<file path="src/rtl/lsu_mem_port_pkg.sv">
// Shared types and helpers for the load/store unit memory port:
// FSM states, access sizes, byte counts and the alignment check.
package lsu_pkg;

    typedef enum logic [1:0] {
        IDLE = 2'd0,
        REQ  = 2'd1,
        WAIT = 2'd2,
        RESP = 2'd3
    } lsu_state_e;

    typedef enum logic [1:0] {
        SZ_B = 2'd0,
        SZ_H = 2'd1,
        SZ_W = 2'd2,
        SZ_D = 2'd3
    } lsu_size_e;

    function automatic logic [3:0] size_bytes(input lsu_size_e sz);
        logic [3:0] nb;
        case (sz)
            SZ_B:    nb = 4'd1;
            SZ_H:    nb = 4'd2;
            SZ_W:    nb = 4'd4;
            SZ_D:    nb = 4'd8;
            default: nb = 4'd1;
        endcase
        return nb;
    endfunction

    // Natural alignment: address must be a multiple of the access size.
    function automatic logic is_misaligned(input logic [2:0] addr_lo, input lsu_size_e sz);
        logic bad;
        case (sz)
            SZ_B:    bad = 1'b0;
            SZ_H:    bad = addr_lo[0];
            SZ_W:    bad = |addr_lo[1:0];
            SZ_D:    bad = |addr_lo[2:0];
            default: bad = 1'b1;
        endcase
        return bad;
    endfunction

endpackage

</file>
<file path="src/rtl/lsu_mem_port_if.sv">
// Core-side request/response channel and data-memory port of the LSU.
// slave = the LSU itself, master = the surrounding core and memory.
interface lsu_mem_port_if #(
    parameter int XLEN = 32,
    parameter int AW   = 32
);
    localparam int MW = XLEN / 8;

    logic            req_valid;
    logic            req_ready;
    logic            req_wen;
    logic [1:0]      req_size;
    logic            req_unsigned;
    logic [AW-1:0]   req_addr;
    logic [XLEN-1:0] req_wdata;
    logic            resp_valid;
    logic [XLEN-1:0] resp_rdata;
    logic            resp_err;

    logic            mem_req_valid;
    logic            mem_req_ready;
    logic            mem_wen;
    logic [AW-1:0]   mem_addr;
    logic [XLEN-1:0] mem_wdata;
    logic [MW-1:0]   mem_wmask;
    logic            mem_resp_valid;
    logic [XLEN-1:0] mem_rdata;

    modport slave (
        input  req_valid, req_wen, req_size, req_unsigned, req_addr, req_wdata,
        input  mem_req_ready, mem_resp_valid, mem_rdata,
        output req_ready, resp_valid, resp_rdata, resp_err,
        output mem_req_valid, mem_wen, mem_addr, mem_wdata, mem_wmask
    );

    modport master (
        output req_valid, req_wen, req_size, req_unsigned, req_addr, req_wdata,
        output mem_req_ready, mem_resp_valid, mem_rdata,
        input  req_ready, resp_valid, resp_rdata, resp_err,
        input  mem_req_valid, mem_wen, mem_addr, mem_wdata, mem_wmask
    );

endinterface

</file>
<file path="src/rtl/lsu_mem_port_lane_align.sv">
// Byte-lane steering: store data/mask shifted into the aligned word,
// load data extracted from the aligned word and sign/zero-extended.
module lsu_lane_align
    import lsu_pkg::*;
#(
    parameter  int XLEN = 32,
    localparam int MW   = XLEN / 8,
    localparam int OW   = $clog2(MW)
) (
    input  lsu_size_e       size,
    input  logic            is_unsigned,
    input  logic            wen,
    input  logic [OW-1:0]   off,
    input  logic [XLEN-1:0] wdata,
    input  logic [XLEN-1:0] rdata,
    output logic [XLEN-1:0] store_data,
    output logic [MW-1:0]   store_mask,
    output logic [XLEN-1:0] load_data
);

    logic [OW+2:0]   shamt_s;
    logic [7:0]      base_s;
    logic [MW-1:0]   mask_s;
    logic [XLEN-1:0] ld_shift_s;
    logic [63:0]     ld64_s;
    logic [63:0]     ext_s;
    logic            sgn_s;

    // Lane shift, byte-enable generation and load extension.
    always_comb begin
        shamt_s    = {off, 3'b000};
        store_data = wdata << shamt_s;
        base_s     = 8'((16'd1 << size_bytes(size)) - 16'd1);
        mask_s     = base_s[MW-1:0] << off;
        if (wen) begin
            store_mask = mask_s;
        end else begin
            store_mask = {MW{1'b0}};
        end

        ld_shift_s          = rdata >> shamt_s;
        ld64_s              = {64{1'b0}};
        ld64_s[XLEN-1:0]    = ld_shift_s;
        sgn_s               = 1'b0;
        ext_s               = ld64_s;
        case (size)
            SZ_B: begin
                sgn_s = ~is_unsigned & ld64_s[7];
                ext_s = {{56{sgn_s}}, ld64_s[7:0]};
            end
            SZ_H: begin
                sgn_s = ~is_unsigned & ld64_s[15];
                ext_s = {{48{sgn_s}}, ld64_s[15:0]};
            end
            SZ_W: begin
                sgn_s = ~is_unsigned & ld64_s[31];
                ext_s = {{32{sgn_s}}, ld64_s[31:0]};
            end
            SZ_D: begin
                ext_s = ld64_s;
            end
            default: begin
                ext_s = ld64_s;
            end
        endcase
        load_data = ext_s[XLEN-1:0];
    end

endmodule

</file>
<file path="src/rtl/lsu_mem_port.sv">
// Multi-cycle load/store unit: latches one core access, issues it on the
// data-memory port and returns a single-cycle response pulse.
module lsu_mem_port
    import lsu_pkg::*;
#(
    parameter int XLEN = 32,
    parameter int AW   = 32
) (
    input logic          clk,
    input logic          rst,
    lsu_mem_port_if.slave bus
);

    localparam int MW = XLEN / 8;
    localparam int OW = $clog2(MW);

    lsu_state_e      state_r;
    lsu_state_e      state_s;
    lsu_size_e       req_size_s;
    lsu_size_e       size_r;
    logic            wen_r;
    logic            uns_r;
    logic            err_r;
    logic            bad_s;
    logic [AW-1:0]   addr_r;
    logic [XLEN-1:0] wdata_r;
    logic [XLEN-1:0] rdata_r;
    logic [XLEN-1:0] store_data_s;
    logic [MW-1:0]   store_mask_s;
    logic [XLEN-1:0] load_data_s;

    assign req_size_s = lsu_size_e'(bus.req_size);
    assign bad_s      = is_misaligned(bus.req_addr[2:0], req_size_s)
                      | ((XLEN == 32) && (req_size_s == SZ_D));

    // State register; reset abandons any in-flight access.
    always_ff @(posedge clk or posedge rst) begin
        if (rst) begin
            state_r <= IDLE;
        end else begin
            state_r <= state_s;
        end
    end

    // Next-state decode.
    always_comb begin
        state_s = state_r;
        case (state_r)
            IDLE: begin
                if (bus.req_valid) begin
                    if (bad_s) begin
                        state_s = RESP;
                    end else begin
                        state_s = REQ;
                    end
                end else begin
                    state_s = IDLE;
                end
            end
            REQ: begin
                if (bus.mem_req_ready) begin
                    state_s = WAIT;
                end else begin
                    state_s = REQ;
                end
            end
            WAIT: begin
                if (bus.mem_resp_valid) begin
                    state_s = RESP;
                end else begin
                    state_s = WAIT;
                end
            end
            RESP:    state_s = IDLE;
            default: state_s = IDLE;
        endcase
    end

    // Request latches and response data capture.
    always_ff @(posedge clk or posedge rst) begin
        if (rst) begin
            wen_r   <= 1'b0;
            size_r  <= SZ_B;
            uns_r   <= 1'b0;
            addr_r  <= {AW{1'b0}};
            wdata_r <= {XLEN{1'b0}};
            err_r   <= 1'b0;
            rdata_r <= {XLEN{1'b0}};
        end else begin
            case (state_r)
                IDLE: begin
                    if (bus.req_valid) begin
                        wen_r   <= bus.req_wen;
                        size_r  <= req_size_s;
                        uns_r   <= bus.req_unsigned;
                        addr_r  <= bus.req_addr;
                        wdata_r <= bus.req_wdata;
                        err_r   <= bad_s;
                        rdata_r <= {XLEN{1'b0}};
                    end
                end
                WAIT: begin
                    if (bus.mem_resp_valid) begin
                        rdata_r <= wen_r ? {XLEN{1'b0}} : load_data_s;
                    end
                end
                default: begin
                end
            endcase
        end
    end

    lsu_lane_align #(.XLEN(XLEN)) u_align (
        .size        (size_r),
        .is_unsigned (uns_r),
        .wen         (wen_r),
        .off         (addr_r[OW-1:0]),
        .wdata       (wdata_r),
        .rdata       (bus.mem_rdata),
        .store_data  (store_data_s),
        .store_mask  (store_mask_s),
        .load_data   (load_data_s)
    );

    // Every output is a latch or a decode of the state register only.
    assign bus.req_ready     = (state_r == IDLE);
    assign bus.mem_req_valid = (state_r == REQ);
    assign bus.resp_valid    = (state_r == RESP);
    assign bus.resp_err      = (state_r == RESP) & err_r;
    assign bus.resp_rdata    = (state_r == RESP) ? rdata_r : {XLEN{1'b0}};
    assign bus.mem_wen       = wen_r;
    assign bus.mem_addr      = {addr_r[AW-1:OW], {OW{1'b0}}};
    assign bus.mem_wdata     = store_data_s;
    assign bus.mem_wmask     = store_mask_s;

endmodule

</file>
<file path="src/flat_wrapper.sv">
// flat-port wrapper written by rule: the top's interface ports become plain ports
module lsu_mem_port_flat import lsu_pkg::*;
#(
    parameter int XLEN = 32,
    parameter int AW   = 32
)
  (clk, rst, bus_req_valid, bus_req_wen, bus_req_size, bus_req_unsigned, bus_req_addr, bus_req_wdata, bus_mem_req_ready, bus_mem_resp_valid, bus_mem_rdata, bus_req_ready, bus_resp_valid, bus_resp_rdata, bus_resp_err, bus_mem_req_valid, bus_mem_wen, bus_mem_addr, bus_mem_wdata, bus_mem_wmask);
  lsu_mem_port_if #(.XLEN(XLEN), .AW(AW)) bus_i ();
  input logic clk;
  input logic rst;
  input wire logic [$bits(bus_i.req_valid)-1:0] bus_req_valid;
  input wire logic [$bits(bus_i.req_wen)-1:0] bus_req_wen;
  input wire logic [$bits(bus_i.req_size)-1:0] bus_req_size;
  input wire logic [$bits(bus_i.req_unsigned)-1:0] bus_req_unsigned;
  input wire logic [$bits(bus_i.req_addr)-1:0] bus_req_addr;
  input wire logic [$bits(bus_i.req_wdata)-1:0] bus_req_wdata;
  input wire logic [$bits(bus_i.mem_req_ready)-1:0] bus_mem_req_ready;
  input wire logic [$bits(bus_i.mem_resp_valid)-1:0] bus_mem_resp_valid;
  input wire logic [$bits(bus_i.mem_rdata)-1:0] bus_mem_rdata;
  output wire logic [$bits(bus_i.req_ready)-1:0] bus_req_ready;
  output wire logic [$bits(bus_i.resp_valid)-1:0] bus_resp_valid;
  output wire logic [$bits(bus_i.resp_rdata)-1:0] bus_resp_rdata;
  output wire logic [$bits(bus_i.resp_err)-1:0] bus_resp_err;
  output wire logic [$bits(bus_i.mem_req_valid)-1:0] bus_mem_req_valid;
  output wire logic [$bits(bus_i.mem_wen)-1:0] bus_mem_wen;
  output wire logic [$bits(bus_i.mem_addr)-1:0] bus_mem_addr;
  output wire logic [$bits(bus_i.mem_wdata)-1:0] bus_mem_wdata;
  output wire logic [$bits(bus_i.mem_wmask)-1:0] bus_mem_wmask;
  assign bus_i.req_valid = bus_req_valid;
  assign bus_i.req_wen = bus_req_wen;
  assign bus_i.req_size = bus_req_size;
  assign bus_i.req_unsigned = bus_req_unsigned;
  assign bus_i.req_addr = bus_req_addr;
  assign bus_i.req_wdata = bus_req_wdata;
  assign bus_i.mem_req_ready = bus_mem_req_ready;
  assign bus_i.mem_resp_valid = bus_mem_resp_valid;
  assign bus_i.mem_rdata = bus_mem_rdata;
  assign bus_req_ready = bus_i.req_ready;
  assign bus_resp_valid = bus_i.resp_valid;
  assign bus_resp_rdata = bus_i.resp_rdata;
  assign bus_resp_err = bus_i.resp_err;
  assign bus_mem_req_valid = bus_i.mem_req_valid;
  assign bus_mem_wen = bus_i.mem_wen;
  assign bus_mem_addr = bus_i.mem_addr;
  assign bus_mem_wdata = bus_i.mem_wdata;
  assign bus_mem_wmask = bus_i.mem_wmask;
  lsu_mem_port #(.XLEN(XLEN), .AW(AW)) u_core (.clk(clk), .rst(rst), .bus(bus_i));
endmodule
</file>
<file path="config.mk">
export PLATFORM = sky130hd
export DESIGN_NAME = lsu_mem_port_flat
export DESIGN_NICKNAME = d
export VERILOG_FILES = /design/src/rtl/lsu_mem_port_pkg.sv /design/src/rtl/lsu_mem_port_if.sv /design/src/rtl/lsu_mem_port_lane_align.sv /design/src/rtl/lsu_mem_port.sv /design/src/flat_wrapper.sv
export SDC_FILE = /design/constraint.sdc
export NUM_CORES = 1
export LEC_CHECK = 0
export CAP_MARGIN = 20
export CORE_MARGIN = 10
export CORE_UTILIZATION = 45
export CTS_BUF_LIST = sky130_fd_sc_hd__clkbuf_8 sky130_fd_sc_hd__clkbuf_16
export DETAILED_ROUTE_END_ITERATION = 12
export PLACE_DENSITY = 0.93
export SYNTH_ARGS = -nofsm -noshare
export SYNTH_HDL_FRONTEND = slang
export SYNTH_SLANG_ARGS = --single-unit
</file>
<file path="constraint.sdc">
create_clock -name clk -period 4.53 [get_ports clk]
set_clock_uncertainty 0.1 [all_clocks]
set_input_delay 0.453 -clock clk [delete_from_list [all_inputs] [get_ports clk]]
set_output_delay 0.453 -clock clk [all_outputs]
set_load 0.01 [all_outputs]
</file>
==> results.cfg, run 1 <==
[place]
dp_slack_ns = 1.73
hpwlAfterDp_mm = 12.8
routabilityCongestion = 0.858
portBuffers = 207

[sta]
worst_slew_pin_slew_ns = 0.971
slew_headroom_pct = 35.3
hold_viol_final = 0
slew_violations = 0
rsz0062_at_grt = false
setup_viol = 0
finalCritPeriodShare_pct = 67.5
setup_ws_ns = 1.47
fin_setup_tns_ns = 0
period_needed_ns = 3.06
fmax_mhz = 327

[drt]
ant_nets = 0
wl_mm = 17.4
via_count = 4577
drtPass1Iterations = 7
wire_per_inst_um = 21.9
first_iter_violations = 530
drc_errors = 0
via_per_inst = 5.78

[floorplan]
pin_count = 210
die_w_um = 131
rows = 40
design.die.area_um2 = 17000
core_um2 = 12000
fp.dieH_um = 131
initial_core_util_pct = 45.8

[yosys]
synth-async-reset-ratio_pct = 100
ys.flop_type = dfrtp_1
yosysWarningCount = 0
synth_seq_area_share_pct = 46.9
yosysUniqueCellTypes = 38
ys_ff_latch = 103
syn_area_per_cell_um2 = 11.3
synth_edf_count = 0
synthesis.area_um2 = 5500
netlist_instances = 488

[clock_network]
cts_tree = done
h-tree-depth = 3
cts_buffers = 9
holdBufCountCts = 0
cts_resized = 0
path_clk_slew_ns = 0.07
clkLatencyLatePin_ns = 0.35
cts.sinks = 103
cts_root_buf = clkbuf_16
post-cts-setup-buffer-count = 0
cts.path.max_buffers = 2

[critical_path]
reg2reg_from = u_core.state_r[1]
critical_path.endpoint_type = output port
cp_max_fo = 55
worst_ep_arrival_time_ns = 2.50
start_kind = flip-flop
crit_path_start = u_core.addr_r[1]
worstSetupPathType = flip-flop to output port
worstPathRequired_ns = 3.98

[power_and_ir_drop]
leakagePower_nw = 3.34
total_power_mw = 5.45
peakVddDrop_mv = 0.441
power.density_nw_per_um2 = 704

[grt]
grt_pass1_wl_mm = 27.1
grt_pass1_vias = 4869
grt_max_degree = 70
grt_antenna_before_repair = 0
grt_util_all_layers_pct = 20.1
grt-ovfl-total = 0

[layout]
drive_gt1_share_pct = 4.81
syn_to_final_growth_pct = 40.8
diodes = 0
nets = 745
final_cell_mix = clkdlybuf4s50_1 (207), dfrtp_1 (101), mux2_1 (68)
final_common_cell = clkdlybuf4s50_1

[hold_path]
hp-start = u_core.wdata_r[31]
hp-class = flip-flop to flip-flop

[run]
cap_viol_max_count = 0

[status]
status = finished clean
## layout make-up
| cell class | count | area, µm² |
|---|---|---|
| Clock buffer | 9 | 225 |
| Sequential cell | 103 | 2580 |
| Tap cell | 147 | 184 |
| Inverter | 2 | 10.0 |
| Clock inverter | 7 | 90.1 |
| Timing Repair Buffer | 214 | 2180 |
| Fill cell | 914 | 4270 |
| Multi-Input combinational cell | 310 | 2470 |
## stage by stage
| step | instance area [µm²] | util, % | cells | hold slack, ns |
|---|---|---|---|---|
| final | 7740 | 64.4 | 792 | 0.380 |
| after global routing | 7740 | 64.4 | 792 | 0.406 |
| after CTS | 7690 | 64.0 | 790 | 0.383 |
| after detailed placement | 7370 | 61.4 | 774 | 0.370 |
| after global placement | 7370 | 61.4 | 774 | 0.363 |
| after floorplan | 5500 | - | 489 | 0.350 |
## cells in the mapped netlist (all sizes together) (7+ instances only)
cell type | count | area [µm²]
dfrtp | 103 | 2580
mux2 | 68 | 766
buf | 56 | 380
and3 | 33 | 206
mux2i | 32 | 320
a22o | 25 | 219
clkbuf | 18 | 68.8
nand2 | 18 | 67.6
o21ai | 18 | 90.1
nor2b | 17 | 106
a21oi | 16 | 80.1
nor2 | 14 | 55.1
and2 | 10 | 62.6
a211oi | 9 | 67.6
a211o | 8 | 70.1
o22ai | 8 | 50.1
o2bb2ai | 8 | 70.1
a32o | 7 | 70.1
## cells by family after synthesis
group                  synth area share [%]
and+or+nand+nor                        10.3
DFF                                    46.9
AOI/OAI and AO/OA                      14.3
buffers and inverters                  8.31
muxes                                  20.2
other                                0.0682
## path summary, 6_finish.rpt
path                       slack [ns]                 end  cells past startpoint
max                              1.47   bus_mem_wdata[31]                      4
min                              0.38  u_core.wdata_r[31]                      1
max reg2reg                      1.72  u_core.wdata_r[11]                      4
min reg2reg                      0.38  u_core.wdata_r[31]                      1
max in group asynchronous        2.80   u_core.addr_r[21]                      3
min in group asynchronous        0.53   u_core.addr_r[10]                      2
## power by group
| part | internal [mW] | switching (mW) |
|---|---|---|
| combinational | 1.52 | 1.37 |
| clock | 0.482 | 0.349 |
| sequential | 1.35 | 0.385 |
| total | 3.35 | 2.10 |
## worst max-delay path, cell delays in order (launching register included)
cell and delay (ns):
dfrtp_2 0.47, buf_4 0.57, mux2i_1 0.22, a21oi_1 0.28
clkdlybuf4s50_1 0.59
## metal layers
metal  part of all wire (%)  global-route usage [%]
met1                     38                    24.3
met2                     48                    32.8
met3                     13                    8.18
met4                    1.2                    5.04
met5                      0                       0
## registers in the layout (all words and copies together) (netlist names)
register            flops
u_core.wdata_r         32
u_core.rdata_r         32
u_core.bus.mem_wen      1
u_core.err_r            1
u_core.addr_r          32
u_core.state_r          2
u_core.size_r           2
u_core.uns_r            1
No activity file was read; power rests on OpenSTA's default activity.
==> run 2, diff against run 1 <==
==> constraint.sdc (replaced) <==
create_clock -name clk -period 2.9 [get_ports clk]
set_clock_uncertainty 0.1 [all_clocks]
set_input_delay 0.29 -clock clk [delete_from_list [all_inputs] [get_ports clk]]
set_output_delay 0.29 -clock clk [all_outputs]
set_load 0.01 [all_outputs]
==> results.cfg, run 2 (synthesis results as in run 1) <==
[status]
status = finished clean

[drt]
ant_nets = 0
wl_mm = 17.5
wl_met2_mm = 8.37
via_count = 4576
first_iter_violations = 410
wire_per_inst_um = 21.8
m1WireLength_mm = 6.69
wl_met3_mm = 2.15
topRoutingLayerUsed = met4
drtPass1Iterations = 5
drc_errors = 0
via_per_inst = 5.71

[place]
hpwlAfterDp_mm = 13.2
dp_slack_ns = 0.519
dpl.cell_count = 785
portBuffers = 207
routabilityCongestion = 0.899

[floorplan]
design.die.area_um2 = 17000
fp.dieH_um = 131
core_um2 = 12000
rows = 40
die_w_um = 131
initial_core_util_pct = 45.8
pin_count = 210

[sta]
period_needed_ns = 2.62
finalCritPeriodShare_pct = 90.5
setup_viol = 0
fmax_mhz = 381
rsz0062_at_grt = false
slew_headroom_pct = 29.6
fin_hold_ws_ns = 0.379
hold_viol_final = 0
setup_ws_ns = 0.275
fin_setup_tns_ns = 0
slew_violations = 0
worst_slew_pin_slew_ns = 1.06

[critical_path]
regToRegEndpoint = u_core.rdata_r[17]
critical_path.endpoint_type = output port
worst_ep_arrival_time_ns = 2.23
worstPathRequired_ns = 2.51
reg2reg_from = u_core.addr_r[1]
start_kind = flip-flop
cp_max_fo = 40
reg2reg_setup_slack_ns = 0.48
worstSetupPathType = flip-flop to output port
rr_worst_depth = 5

[clock_network]
cts_root_buf = clkbuf_16
cts_tree = done
cts_buffers = 9
path_clk_slew_ns = 0.07
h-tree-depth = 3
cts.path.max_buffers = 2
cts.sinks = 103
holdBufCountCts = 0
post-cts-setup-buffer-count = 0
cts_resized = 0
clkLatencyLatePin_ns = 0.34

[power_and_ir_drop]
total_power_mw = 8.60
power.density_nw_per_um2 = 1100
peakVddDrop_mv = 1.19
leakagePower_nw = 3.38

[run]
cap_viol_max_count = 0

[layout]
final_common_cell = clkdlybuf4s50_1
final_cell_mix = clkdlybuf4s50_1 (207), dfrtp_1 (101), mux2_1 (68)
multi_input_area_um2 = 2470
fill_cells = 898
seq_area_um2 = 2580
syn_to_final_growth_pct = 41.7
nets = 754
finalNonFillerCells = 801
reg_top3 = u_core.addr_r: 32 flops, u_core.rdata_r: 32 flops, u_core.wdata_r: 32 flops
diodes = 0
drive_gt1_share_pct = 6.12

[grt]
grt_pass1_vias = 4911
grt_antenna_before_repair = 0
grt-ovfl-total = 0
grt_util_all_layers_pct = 20.0
grt_max_degree = 44
grt_pass1_wl_mm = 26.9

[hold_path]
hp-class = primary input to async pin
## run 2: metal layers
metal	vias to the layer above	global-route usage (%)
li1	2054	-
met1	2257	23.6
met2	245	32.5
met3	20	8.14
met4	0	6.67
met5	-	0
## run 2: worst max path at each step
stage	slack (ns)	from	end
final	0.28	u_core.state_r[0]	bus_resp_rdata[9]
after global routing	0.12	u_core.state_r[0]	bus_mem_req_valid
after CTS	0.28	u_core.state_r[0]	bus_mem_req_valid
after detailed placement	0.52	u_core.addr_r[1]	u_core.rdata_r[18]
after global placement	0.66	u_core.addr_r[1]	u_core.rdata_r[17]
after floorplan	1.16	u_core.addr_r[0]	bus_mem_wmask[2]
## run 2: area by class of cell
| type | instances | share of cell area, % |
|---|---|---|
| well taps | 147 | 2.36 |
| flip-flops and latches | 103 | 33.1 |
| clock inverters | 7 | 1.45 |
| inverters | 2 | 0.145 |
| repair buffers | 223 | 28.3 |
| clock buffers | 9 | 2.89 |
| multi-input cells | 310 | 31.8 |
## run 2: power breakdown
part | switching, mW | internal, mW
logic | 2.11 | 2.36
registers | 0.635 | 2.11
clock network | 0.543 | 0.840
total | 3.29 | 5.31
## run 2: critical path: stages, from the launching register on
cell and delay [ns]:
dfrtp_1 1.04, and3_1 0.29, clkdlybuf4s50_1 0.55
## run 2: metrics by stage
| step | util, % | instance area (µm²) |
|---|---|---|
| after floorplan | - | 5510 |
| after global placement | 62.1 | 7450 |
| after detailed placement | 62.1 | 7450 |
| after CTS | 64.9 | 7790 |
| after global routing | 64.9 | 7790 |
| final | 64.9 | 7790 |
